[src/rtl/issue_pkg.sv]
// Shared definitions for the issue controller.
//   REG_IDX_W : width of a register index (x0..x31)
//   NUM_REGS  : number of architectural registers
//   state_e   : issue controller states
package issue_pkg;

  localparam int REG_IDX_W = 5;
  localparam int NUM_REGS  = 1 << REG_IDX_W;

  typedef enum logic [1:0] {
    RUN   = 2'd0,
    STALL = 2'd1,
    FLUSH = 2'd2
  } state_e;

endpackage

[src/rtl/reg_scoreboard.sv]
// Register busy scoreboard: one bit per architectural register, set when a
// register-writing instruction issues and cleared at its writeback.
// Ports:
//   clk, rst               clock, asynchronous active-high reset
//   flush_i                clear every busy bit at the next edge
//   set_i / set_rd_i       mark set_rd_i busy (writing issue)
//   wb_valid_i / wb_rd_i   writeback retiring wb_rd_i
//   use_rs1_i / sel_rs1_i  source 1 lookup
//   use_rs2_i / sel_rs2_i  source 2 lookup
//   wr_rd_i / rd_i         destination lookup (WAW)
//   hazard_o               any source or WAW hazard this cycle
module reg_scoreboard
  import issue_pkg::*;
(
  input  logic                 clk,
  input  logic                 rst,
  input  logic                 flush_i,
  input  logic                 set_i,
  input  logic [REG_IDX_W-1:0] set_rd_i,
  input  logic                 wb_valid_i,
  input  logic [REG_IDX_W-1:0] wb_rd_i,
  input  logic                 use_rs1_i,
  input  logic [REG_IDX_W-1:0] sel_rs1_i,
  input  logic                 use_rs2_i,
  input  logic [REG_IDX_W-1:0] sel_rs2_i,
  input  logic                 wr_rd_i,
  input  logic [REG_IDX_W-1:0] rd_i,
  output logic                 hazard_o
);

  logic [NUM_REGS-1:0] busy;
  logic [NUM_REGS-1:0] busy_nxt;
  logic                rs1_haz;
  logic                rs2_haz;
  logic                waw_haz;

  // Clear before set so a same-cycle issue to the retiring register wins;
  // x0 is forced clear so it can never report busy.
  always_comb begin
    busy_nxt = busy;
    if (wb_valid_i) busy_nxt[wb_rd_i] = 1'b0;
    if (set_i)      busy_nxt[set_rd_i] = 1'b1;
    busy_nxt[0] = 1'b0;
  end

  always_ff @(posedge clk or posedge rst) begin
    if (rst)          busy <= '0;
    else if (flush_i) busy <= '0;
    else              busy <= busy_nxt;
  end

  // A writeback retiring the register this cycle bypasses the hazard.
  assign rs1_haz = use_rs1_i & busy[sel_rs1_i] & ~(wb_valid_i & (wb_rd_i == sel_rs1_i));
  assign rs2_haz = use_rs2_i & busy[sel_rs2_i] & ~(wb_valid_i & (wb_rd_i == sel_rs2_i));
  assign waw_haz = wr_rd_i & (rd_i != '0) & busy[rd_i] & ~(wb_valid_i & (wb_rd_i == rd_i));

  assign hazard_o = rs1_haz | rs2_haz | waw_haz;

endmodule

[src/rtl/issue_ctrl.sv]
// Issue controller: decides each cycle whether the decoded instruction may
// go to execute, tracking outstanding register writes and flushes.
// Ports:
//   clk, rst                  clock, asynchronous active-high reset
//   dec_valid_i               decode holds an instruction
//   sel_rs1_i/sel_rs2_i       source selects, use_rs1_i/use_rs2_i qualify them
//   rd_i, wr_rd_i             destination and its write enable
//   ex_ready_i                execute can accept
//   wb_valid_i, wb_rd_i       writeback retiring one register
//   flush_i                   squash everything in flight
//   issue_o                   instruction issued (decode-ready)
//   stall_o                   decode valid but not issued
//   stall_cnt_o               saturating stall-cycle count
//   err_o                     sticky: writeback seen with nothing in flight
module issue_ctrl
  import issue_pkg::*;
#(
  parameter int MAX_INFLIGHT = 4
) (
  input  logic                 clk,
  input  logic                 rst,
  input  logic                 dec_valid_i,
  input  logic [REG_IDX_W-1:0] sel_rs1_i,
  input  logic [REG_IDX_W-1:0] sel_rs2_i,
  input  logic                 use_rs1_i,
  input  logic                 use_rs2_i,
  input  logic [REG_IDX_W-1:0] rd_i,
  input  logic                 wr_rd_i,
  input  logic                 ex_ready_i,
  input  logic                 wb_valid_i,
  input  logic [REG_IDX_W-1:0] wb_rd_i,
  input  logic                 flush_i,
  output logic                 issue_o,
  output logic                 stall_o,
  output logic [15:0]          stall_cnt_o,
  output logic                 err_o
);

  localparam int             CNT_W   = $clog2(MAX_INFLIGHT + 1);
  localparam logic [CNT_W-1:0] CNT_MAX = CNT_W'(MAX_INFLIGHT);

  function automatic logic [15:0] sat_inc16(input logic [15:0] v);
    return (v == 16'hFFFF) ? v : v + 16'd1;
  endfunction

  state_e           state;
  logic [CNT_W-1:0] inflight;
  logic             hazard;
  logic             cap_stall;
  logic             can_issue;
  logic             wr_issue;

  reg_scoreboard u_sb (
    .clk        (clk),
    .rst        (rst),
    .flush_i    (flush_i),
    .set_i      (wr_issue),
    .set_rd_i   (rd_i),
    .wb_valid_i (wb_valid_i),
    .wb_rd_i    (wb_rd_i),
    .use_rs1_i  (use_rs1_i),
    .sel_rs1_i  (sel_rs1_i),
    .use_rs2_i  (use_rs2_i),
    .sel_rs2_i  (sel_rs2_i),
    .wr_rd_i    (wr_rd_i),
    .rd_i       (rd_i),
    .hazard_o   (hazard)
  );

  // A same-cycle writeback frees a slot, so a full tracker does not block.
  assign cap_stall = wr_rd_i & (inflight == CNT_MAX) & ~wb_valid_i;
  assign can_issue = (state == RUN) | (state == STALL);
  assign issue_o   = dec_valid_i & ex_ready_i & can_issue & ~flush_i & ~hazard & ~cap_stall;
  assign stall_o   = dec_valid_i & ~issue_o;
  // Writes to x0 are discarded and are never tracked.
  assign wr_issue  = issue_o & wr_rd_i & (rd_i != '0);

  always_ff @(posedge clk or posedge rst) begin
    if (rst) begin
      state <= RUN;
    end else if (flush_i) begin
      state <= FLUSH;
    end else begin
      case (state)
        RUN:     if (dec_valid_i & ~issue_o) state <= STALL;
        STALL:   if (issue_o | ~dec_valid_i) state <= RUN;
        default: state <= RUN;
      endcase
    end
  end

  always_ff @(posedge clk or posedge rst) begin
    if (rst) begin
      inflight <= '0;
    end else if (flush_i) begin
      inflight <= '0;
    end else if (wr_issue & ~wb_valid_i) begin
      inflight <= inflight + 1'b1;
    end else if (~wr_issue & wb_valid_i & (inflight != '0)) begin
      inflight <= inflight - 1'b1;
    end
  end

  always_ff @(posedge clk or posedge rst) begin
    if (rst) begin
      err_o       <= 1'b0;
      stall_cnt_o <= '0;
    end else begin
      if (wb_valid_i & (inflight == '0)) err_o <= 1'b1;
      if (stall_o) stall_cnt_o <= sat_inc16(stall_cnt_o);
    end
  end

endmodule

[config.mk]
export PLATFORM = sky130hd
export DESIGN_NAME = issue_ctrl
export DESIGN_NICKNAME = d
export VERILOG_FILES = /design/src/rtl/issue_pkg.sv /design/src/rtl/reg_scoreboard.sv /design/src/rtl/issue_ctrl.sv
export SDC_FILE = /design/constraint.sdc
export NUM_CORES = 1
export LEC_CHECK = 0
export CORE_UTILIZATION = 55
export DETAILED_ROUTE_END_ITERATION = 12
export DONT_BUFFER_PORTS = 1
export GPL_ROUTABILITY_DRIVEN = 0
export PLACE_DENSITY_LB_ADDON = 0.15
export REMOVE_ABC_BUFFERS = 1
export SLEW_MARGIN = 5
export SYNTH_ARGS = -nofsm -noshare
export SYNTH_HDL_FRONTEND = slang
export SYNTH_SLANG_ARGS = --single-unit
[constraint.sdc]
create_clock -name clk -period 5.8 [get_ports clk]
set_clock_uncertainty 0.1 [all_clocks]
set_input_delay 1.16 -clock clk [delete_from_list [all_inputs] [get_ports clk]]
set_output_delay 1.16 -clock clk [all_outputs]
set_load 0.02 [all_outputs]
* After elaboration in Yosys (flattened, before gate mapping)
Cells that the tools add are included.
** Operators by class
- Bitwise operators :: 42
- Eq/ne operators :: 8
- $lt $le $gt $ge :: 6
- Add/subtract/negate cells :: 3
- Mux-type cells :: 20
- Reduce and logical (&&, ||, !) cells :: 9
** Operators by type and width (count)
- two-way mux 32 bit :: 3
- AND 32 bit :: 1
- NOT 32 bit :: 1
- bitwise OR 32 bit :: 1
- AND 1 bit :: 24
- < comparator 5 x 6 -> 1 bit, second input constant :: 4
- adder 16 x 1 -> 16 bit, second input constant :: 1
- == test 16 bit, second input constant :: 1
- binary-select mux 1 bit (select 5 bit) :: 3
- == test 5 bit :: 3
- NOT 1 bit :: 11
- demux 1 bit (select 5 bit) :: 2
- >= comparator 5 x 1 -> 1 bit, second input constant :: 2
- two-way mux 3 bit :: 3
- two-way mux 2 bit :: 3
- nonzero test 3 bit :: 2
- two-way mux 1 bit :: 5
- nonzero test 5 bit :: 1
- bitwise OR 1 bit :: 4
- case mux 2 bit (2 select lines) :: 1
- AND reduction 2 bit :: 2
- adder 3 x 1 -> 3 bit, second input constant :: 1
- == test 3 bit, second input constant :: 1
- logical NOT 3 bit :: 1
- other kinds (6) :: 7
** Word-level totals
- Output and inout port bits :: 19
- Word-level logic and storage cells :: 93
- Register bits after elaboration :: 54
- Input port bits :: 29

* Logic depth before layout (Yosys ltp)
Gate-level depths: netlist of run 1.
- Depth in word-level cells :: 17
- Gate-level depth with buffers :: 13
- Mapped depth without buffers :: 11

* Hierarchy
From an unflattened synthesis of run 1, not the netlist that was laid out.
** Second synthesis, totals
- Cell total of the unflattened synthesis :: 356
- Area total of the unflattened synthesis :: 3606.0 um^2
** By module, submodules not included
- reg_scoreboard :: area each 2467.4 um^2, sequential area each 775.7 um^2, instances 1, cells each 253
- issue_ctrl :: area each 1138.6 um^2, sequential area each 525.5 um^2, instances 1, cells each 103

* Worst setup path before layout of run 1
Ideal clock, no wire load.
- Kind :: input to output
- Start :: in sel_rs2_i[0]
- End :: out stall_o
- Buffers on the path :: 1
- Data required time :: 4540 ps
- Setup slack :: 1564 ps
- Stages :: 8
- Arrival :: 2976 ps
- Cells stage by stage :: buf_6 > mux4_1 > mux2_2 > o221ai_2 > a311oi_1 > nor3_2 > and2_2 > nor2b_1
** On the way
- Cells in the longest elaborated chain, start to end :: 11
- Elaborated cells on any way between the ends :: 14
- Classes of those cells :: eq/ne: 1; mux: 2; bitwise: 11
** RTL lines
- start: declaration :: line issue_ctrl.sv:24 : input logic [REG_IDX_W-1:0] sel_rs2_i,
- binary-select mux 1 bit (select 5 bit) or == test 5 bit (tied branches) :: line reg_scoreboard.sv:54 : assign rs2_haz = use_rs2_i & busy[sel_rs2_i] & ~(wb_valid_i & (wb_rd_i == sel_rs2_i));
- two-way mux 1 bit (implied by the code) or AND 1 bit (tied branches) :: line reg_scoreboard.sv:54
- AND 1 bit or NOT 1 bit (tied branches) :: line reg_scoreboard.sv:54
- AND 1 bit (*) :: line reg_scoreboard.sv:54
- bitwise OR 1 bit (*) (2 in series) :: line reg_scoreboard.sv:57 : assign hazard_o = rs1_haz | rs2_haz | waw_haz;
- NOT 1 bit (*) :: line issue_ctrl.sv:73 : assign issue_o = dec_valid_i & ex_ready_i & can_issue & ~flush_i & ~hazard & ~cap_stall;
- AND 1 bit (*) (2 in series) :: line issue_ctrl.sv:73
- via issue_o :: line issue_ctrl.sv:33 : output logic issue_o,
- NOT 1 bit (*) :: line issue_ctrl.sv:74 : assign stall_o = dec_valid_i & ~issue_o;
- AND 1 bit (*) :: line issue_ctrl.sv:74
- end: declaration :: line issue_ctrl.sv:34 : output logic stall_o,
Mark *: on every way through the listed nets, which the timed path passes. The rest lies on a longest branch. The select of a mux whose other input is x is not followed.

* Final worst setup path of run 1
- Start :: in sel_rs2_i[1]
- End :: out stall_o
Same word-level chain as after synthesis.

==> metrics.cfg, run 1 <==
[status]
status = finished, violations left
violations = design-rule violations

[global_route]
grt_pass1_wl_um = 16300
antenna_found_initial = 0
grt_max_degree = 53
use_met1_pct = 42.3
grt-ovfl-total = 0
track_usage_pct = 29.6
met3_usage_pct = 7.18
grt.busiest_layer = met2
grt_pass1_vias = 3117
gr-usage-met2_pct = 43.8

[cts]
ctsResizeCount = 0
cts_sinks = 52
cts_tree = built
clock_latency_ns = 0.32
cts_setup_buffers = 0
path_clk_slew_ns = 0.10
cts_buffer_depth = 2
root_buffer = clkbuf_8
ctsHoldBuffers = 0
tritoncts.num_buffers = 5
htreeDepth = 2

[sta]
finalCritPeriodShare_pct = 74.2
slew_headroom_pct = 27.2
fin_setup_tns_ns = 0
hold_viol = 0
worst_slack_ns = 1.49
worstMarginPinSlew_ns = 1.09
grt_setup_unrepaired = false
maxSlewViolCount = 0
fmax_mhz = 232
period_needed_ns = 4.31
setup_viol = 0

[logic_synthesis]
ys_seq_area_share_pct = 34.5
synthAdderAreaFrac_pct = 0.864
synthMostInstantiatedCell = dfrtp_1
dominantRegCellSynth = dfrtp_1
syn_area_um2 = 3770
synth_top_family_by_area = simple AND/OR/NAND/NOR gates
synth_area_leaders = dfrtp_1 35%, mux4_2 6.0%, xnor2_1 5.6%, o21ai_0 4.8%, mux4_1 3.5%
synth_xor_area_share_pct = 6.97
synth_top_area_cell = dfrtp_1
synth-compound-area-share_pct = 15.6
synthSimpleGateAreaFrac_pct = 22.7
postSynthAreaPerCell_um2 = 9.71
syn_inst = 388
yosys-top-cells-count = 52 x dfrtp_1, 36 x o21ai_0, 24 x xnor2_1
async_reset_ff_share_pct = 100
synth_cell_type_count = 63
synth_seq_cells = 52
muxShareOfSynthArea_pct = 14.8
synth-edff-count = 0
yosys.area.top_type_share_pct = 34.5
ys_warn_count = 0

[pwr]
ir_drop_mv = 0.213
powerDensity_nw_per_um2 = 213
power_mw = 0.816
p_leak_nw = 1.47

[worst_setup_path]
critical_path_required_ns = 4.54
reg2reg_slack_ns = 2.38
rr_worst_depth = 9
arrival_ns = 3.05
r2r-start = u_sb.busy[22]$_DFF_PP0_
path_class = primary input to output port
path_max_fanout = 8
critPathLaunch = sel_rs2_i[1]
r2r_end = inflight[1]$_DFFE_PP0P_
cp-end-kind = output port
worst_setup_path_start_kind = primary input
cp-endpoint = stall_o

[worst_hold_path]
min_path_type = register to register
worstHoldStart = u_sb.busy[2]$_DFF_PP0_
whs_path_depth = 2

[floorplanning]
die-area_um2 = 7190
fp.dieW_um = 84.8
start_util_pct = 58.0
ios = 48
fp.dieH_um = 84.8
rows = 29
core_area_um2 = 6490

[route]
wl_per_cell_um = 22.1
vias = 3055
first_pass_iters = 9
ant_nets = 0
routed_via_density = 6.87
drt_iter0_drc = 310
drc_errors = 4
drt-total-wl_um = 9850

[placement]
placed_cell_area_um2 = 3730
place_worst_setup_slack_ns = 1.52
dp_cells = 437
io_buffer_count = 0
dpl.hpwl_um = 6740

[final_layout]
antenna_cells = 0
fin_nets = 398
design_area_um2 = 3830
stdcell_count = 445
drive_above_1_share_pct = 16.0
fill_cells = 587
syn_to_final_growth_pct = 1.59

[flow_run]
max-cap-violations = 0

## layout make-up
type	instances	area (um2)	area share, %
multi-input cells	300	2300	60.2
flip-flops and latches	52	1300	34.0
well taps	77	96.3	2.52
clock buffers	5	68.8	1.80
inverters	8	30.0	0.785
clock inverters	3	28.8	0.752
## layer usage
metal | part of all wire [%] | wire length [um] | vias up
li1 | - | - | 1390
met1 | 44 | 4290 | 1505
met2 | 45 | 4470 | 142
met3 | 8.8 | 867 | 18
met4 | 2.3 | 224 | 0
met5 | 0 | 0 | -
## logic make-up after synthesis
kind of cell / Yosys count
AOI/OAI and AO/OA: 90
xor gates and xnor gates: 30
adders and majority gates: 2
buffers and inverters: 36
DFF: 52
muxes: 34
and+or+nand+nor: 144
## how the worst min path moves through the flow
| stage | slack [ns] | to |
|---|---|---|
| after floorplan | 0.42 | u_sb.busy[1]$_DFF_PP0_ |
| after global placement | 0.47 | u_sb.busy[28]$_DFF_PP0_ |
| after detailed placement | 0.48 | u_sb.busy[1]$_DFF_PP0_ |
| after CTS | 0.50 | u_sb.busy[1]$_DFF_PP0_ |
| after global routing | 0.53 | u_sb.busy[12]$_DFF_PP0_ |
| final | 0.49 | u_sb.busy[2]$_DFF_PP0_ |
## critical path: stages
cell,delay (ns)
mux4_2,0.46
nor2b_1,0.15
a2111oi_2,0.32
a311oi_1,0.11
nor3_2,0.40
and2_2,0.31
nor2b_1,0.13
## placed cells by master, fill, tap and decap left out, drive strengths merged, types with 2 or more instances in the layout
| master | Yosys | routed |
|---|---|---|
| o221ai | 2 | 2 |
| o31ai | 2 | 2 |
| nand2 | 22 | 22 |
| or3b | 5 | 5 |
| nor3 | 4 | 4 |
| a21oi | 22 | 22 |
| and4 | 2 | 2 |
| nand3b | 10 | 10 |
| a31oi | 3 | 3 |
| and2 | 5 | 5 |
| o32ai | 2 | 2 |
| o21bai | 2 | 2 |
| or3 | 14 | 14 |
| nand2b | 4 | 4 |
| mux2i | 9 | 9 |
| nor4 | 3 | 3 |
| and3 | 6 | 6 |
| and3b | 3 | 3 |
| xnor2 | 24 | 24 |
| o21ai | 43 | 43 |
| inv | 8 | 11 |
| mux2 | 10 | 10 |
| mux4 | 15 | 15 |
| nor2 | 12 | 12 |
| nor2b | 19 | 19 |
| nand4 | 6 | 6 |
| dfrtp | 52 | 52 |
| nor3b | 3 | 3 |
| a221oi | 2 | 2 |
| xor2 | 6 | 6 |
| clkbuf | 16 | 5 |
| nand3 | 22 | 22 |
## through the flow
| stage | hold WS [ns] | util (%) |
|---|---|---|
| floorplan | 0.424 | - |
| global placement | 0.473 | 57.4 |
| detailed placement | 0.483 | 57.4 |
| CTS | 0.498 | 58.9 |
| global route | 0.526 | 58.9 |
| finish | 0.494 | 58.9 |
## power by group
group          internal [mW]  total [mW]  switching (mW)
Combinational         0.0695       0.134          0.0643
Sequential             0.390       0.451          0.0613
Clock                 0.0915       0.231           0.140
## state kept, by name (all words and copies together) (netlist names)
name	count
u_sb.busy	31
stall_cnt_o	16
inflight	3
err_o	1
state	1
No activity file was read; power rests on OpenSTA's default activity.
==> run 2, diff against run 1 <==
- clock period: 5.8 -> 4 ns (I/O delays scaled with it)
==> run 2 against run 1 <==
  * The flow still finishes with violations (design-rule violations)
  * Register-to-register slack worse by 1.7 ns
  * Sequential power is 45% higher
  * Die area stayed put
  * Cell count is 0.67% higher
  * Global-route usage is 0.42 points lower
==> metrics.cfg, run 2 (synthesized netlist as in run 1, its figures left out) <==
[status]
status = finished, violations left
violations = design-rule violations

[worst_hold_path]
whs_path_depth = 0
min_path_type = primary input to register

[cts]
ctsHoldBuffers = 0
ctsResizeCount = 0
cts_setup_buffers = 0
cts_sinks = 52
cts_tree = built
cts_buffer_depth = 2
htreeDepth = 2
clock_latency_ns = 0.32
tritoncts.num_buffers = 5
root_buffer = clkbuf_8
path_clk_slew_ns = 0.11

[route]
routed_via_density = 6.90
drt_iter0_drc = 266
wl_per_cell_um = 21.9
vias = 3092
ant_nets = 0
drc_errors = 4
first_pass_iters = 8
drt-total-wl_um = 9830

[final_layout]
multi_input_area_um2 = 2300
fin_nets = 401
top_register = u_sb.busy
final_common_cell = dfrtp_1
layout_common_cells = 52 x dfrtp_1, 36 x o21ai_0, 24 x xnor2_1
reg_top3 = u_sb.busy x31, stall_cnt_o x16, inflight x3
seqCellArea_um2 = 1300
syn_to_final_growth_pct = 2.09
drive_above_1_share_pct = 16.4
largest_register_ffs = 31
antenna_cells = 0
stdcell_count = 448
fill_cells = 554

[sta]
period_needed_ns = 3.52
hold_viol = 0
grt_setup_unrepaired = false
slew_headroom_pct = 27.4
worstMarginPinSlew_ns = 1.09
maxSlewViolCount = 0
fmax_mhz = 284
finalCritPeriodShare_pct = 87.9
setup_viol = 0
fin_setup_tns_ns = 0

[placement]
dp_cells = 440
io_buffer_count = 0
dpl.hpwl_um = 6770

[worst_setup_path]
cp-end-kind = output port
path_class = primary input to output port
arrival_ns = 2.62
critical_path_required_ns = 3.10
worst_setup_path_start_kind = primary input
path_max_fanout = 15
rr_worst_depth = 9

[global_route]
antenna_found_initial = 0
grt_pass1_wl_um = 16100
track_usage_pct = 29.2
grt-ovfl-total = 0
grt_max_degree = 53
grt_pass1_vias = 3051

[floorplanning]
fp.dieH_um = 84.8
core_area_um2 = 6490
start_util_pct = 58.0
fp.dieW_um = 84.8
die-area_um2 = 7190
rows = 29
ios = 48

[pwr]
powerDensity_nw_per_um2 = 308
power_mw = 1.19
ir_drop_mv = 0.301
p_leak_nw = 1.49

[flow_run]
max-cap-violations = 0

[run 2: changes by cell type in the layout (fill, tap and decap cells not counted), sizes merged]
cell / delta
buf: +3
[run 2: final cells by class]
type	instances	share of cell area, %
multi-input combinational	300	59.8
sequential	52	33.8
tap	77	2.50
clock buffer	5	1.79
inverter	8	0.781
clock inverter	3	0.748
timing repair buffer	3	0.586
[run 2: layer usage]
metal | vias to the layer above | global-route usage (%) | wire length, um
met5 | - | 0 | 0
li1 | 1395 | - | -
met1 | 1536 | 43.2 | 4320
met3 | 17 | 5.70 | 829
met4 | 0 | 8.94 | 179
met2 | 144 | 43.7 | 4500
[run 2: metrics by stage]
step | setup WS, ns | hold slack [ns] | utilization (%) | area, um2
6_report | 0.483 | 0.410 | 59.2 | 3850
5_1_grt | 0.413 | 0.398 | 59.2 | 3850
4_1_cts | 0.476 | 0.402 | 59.2 | 3850
3_5_place_dp | 0.381 | 0.485 | 57.7 | 3750
3_3_place_gp | 0.477 | 0.465 | 57.7 | 3750
2_1_floorplan | 0.433 | 0.424 | - | 3630
[run 2: worst paths after layout]
check	startpoint	to	slack, ns
setup reg to reg	u_sb.busy[22]$_DFF_PP0_	inflight[1]$_DFFE_PP0P_	0.72
hold reg to reg	u_sb.busy[2]$_DFF_PP0_	u_sb.busy[2]$_DFF_PP0_	0.50
hold / removal	flush_i	state[1]$_DFFE_PP0P_	0.41
max in group asynchronous	rst	u_sb.busy[2]$_DFF_PP0_	2.60
setup / recovery	rd_i[4]	stall_o	0.48
min in group asynchronous	rst	stall_cnt_o[5]$_DFFE_PP0P_	0.51
[run 2: worst max-delay path, cell delays in order]
cell and delay, ns:
or3b_2 0.51, or3_1 0.33, nand4_1 0.09, nand4b_1 0.14, nand3b_1 0.12, and2_2 0.27, nor2b_1 0.35
[run 2: power by group]
group	leakage [nW]	internal (mW)	switching, mW
clock	0.0511	0.133	0.204
sequential	0.707	0.565	0.0881
combinational	0.729	0.102	0.0942
total	1.49	0.799	0.386
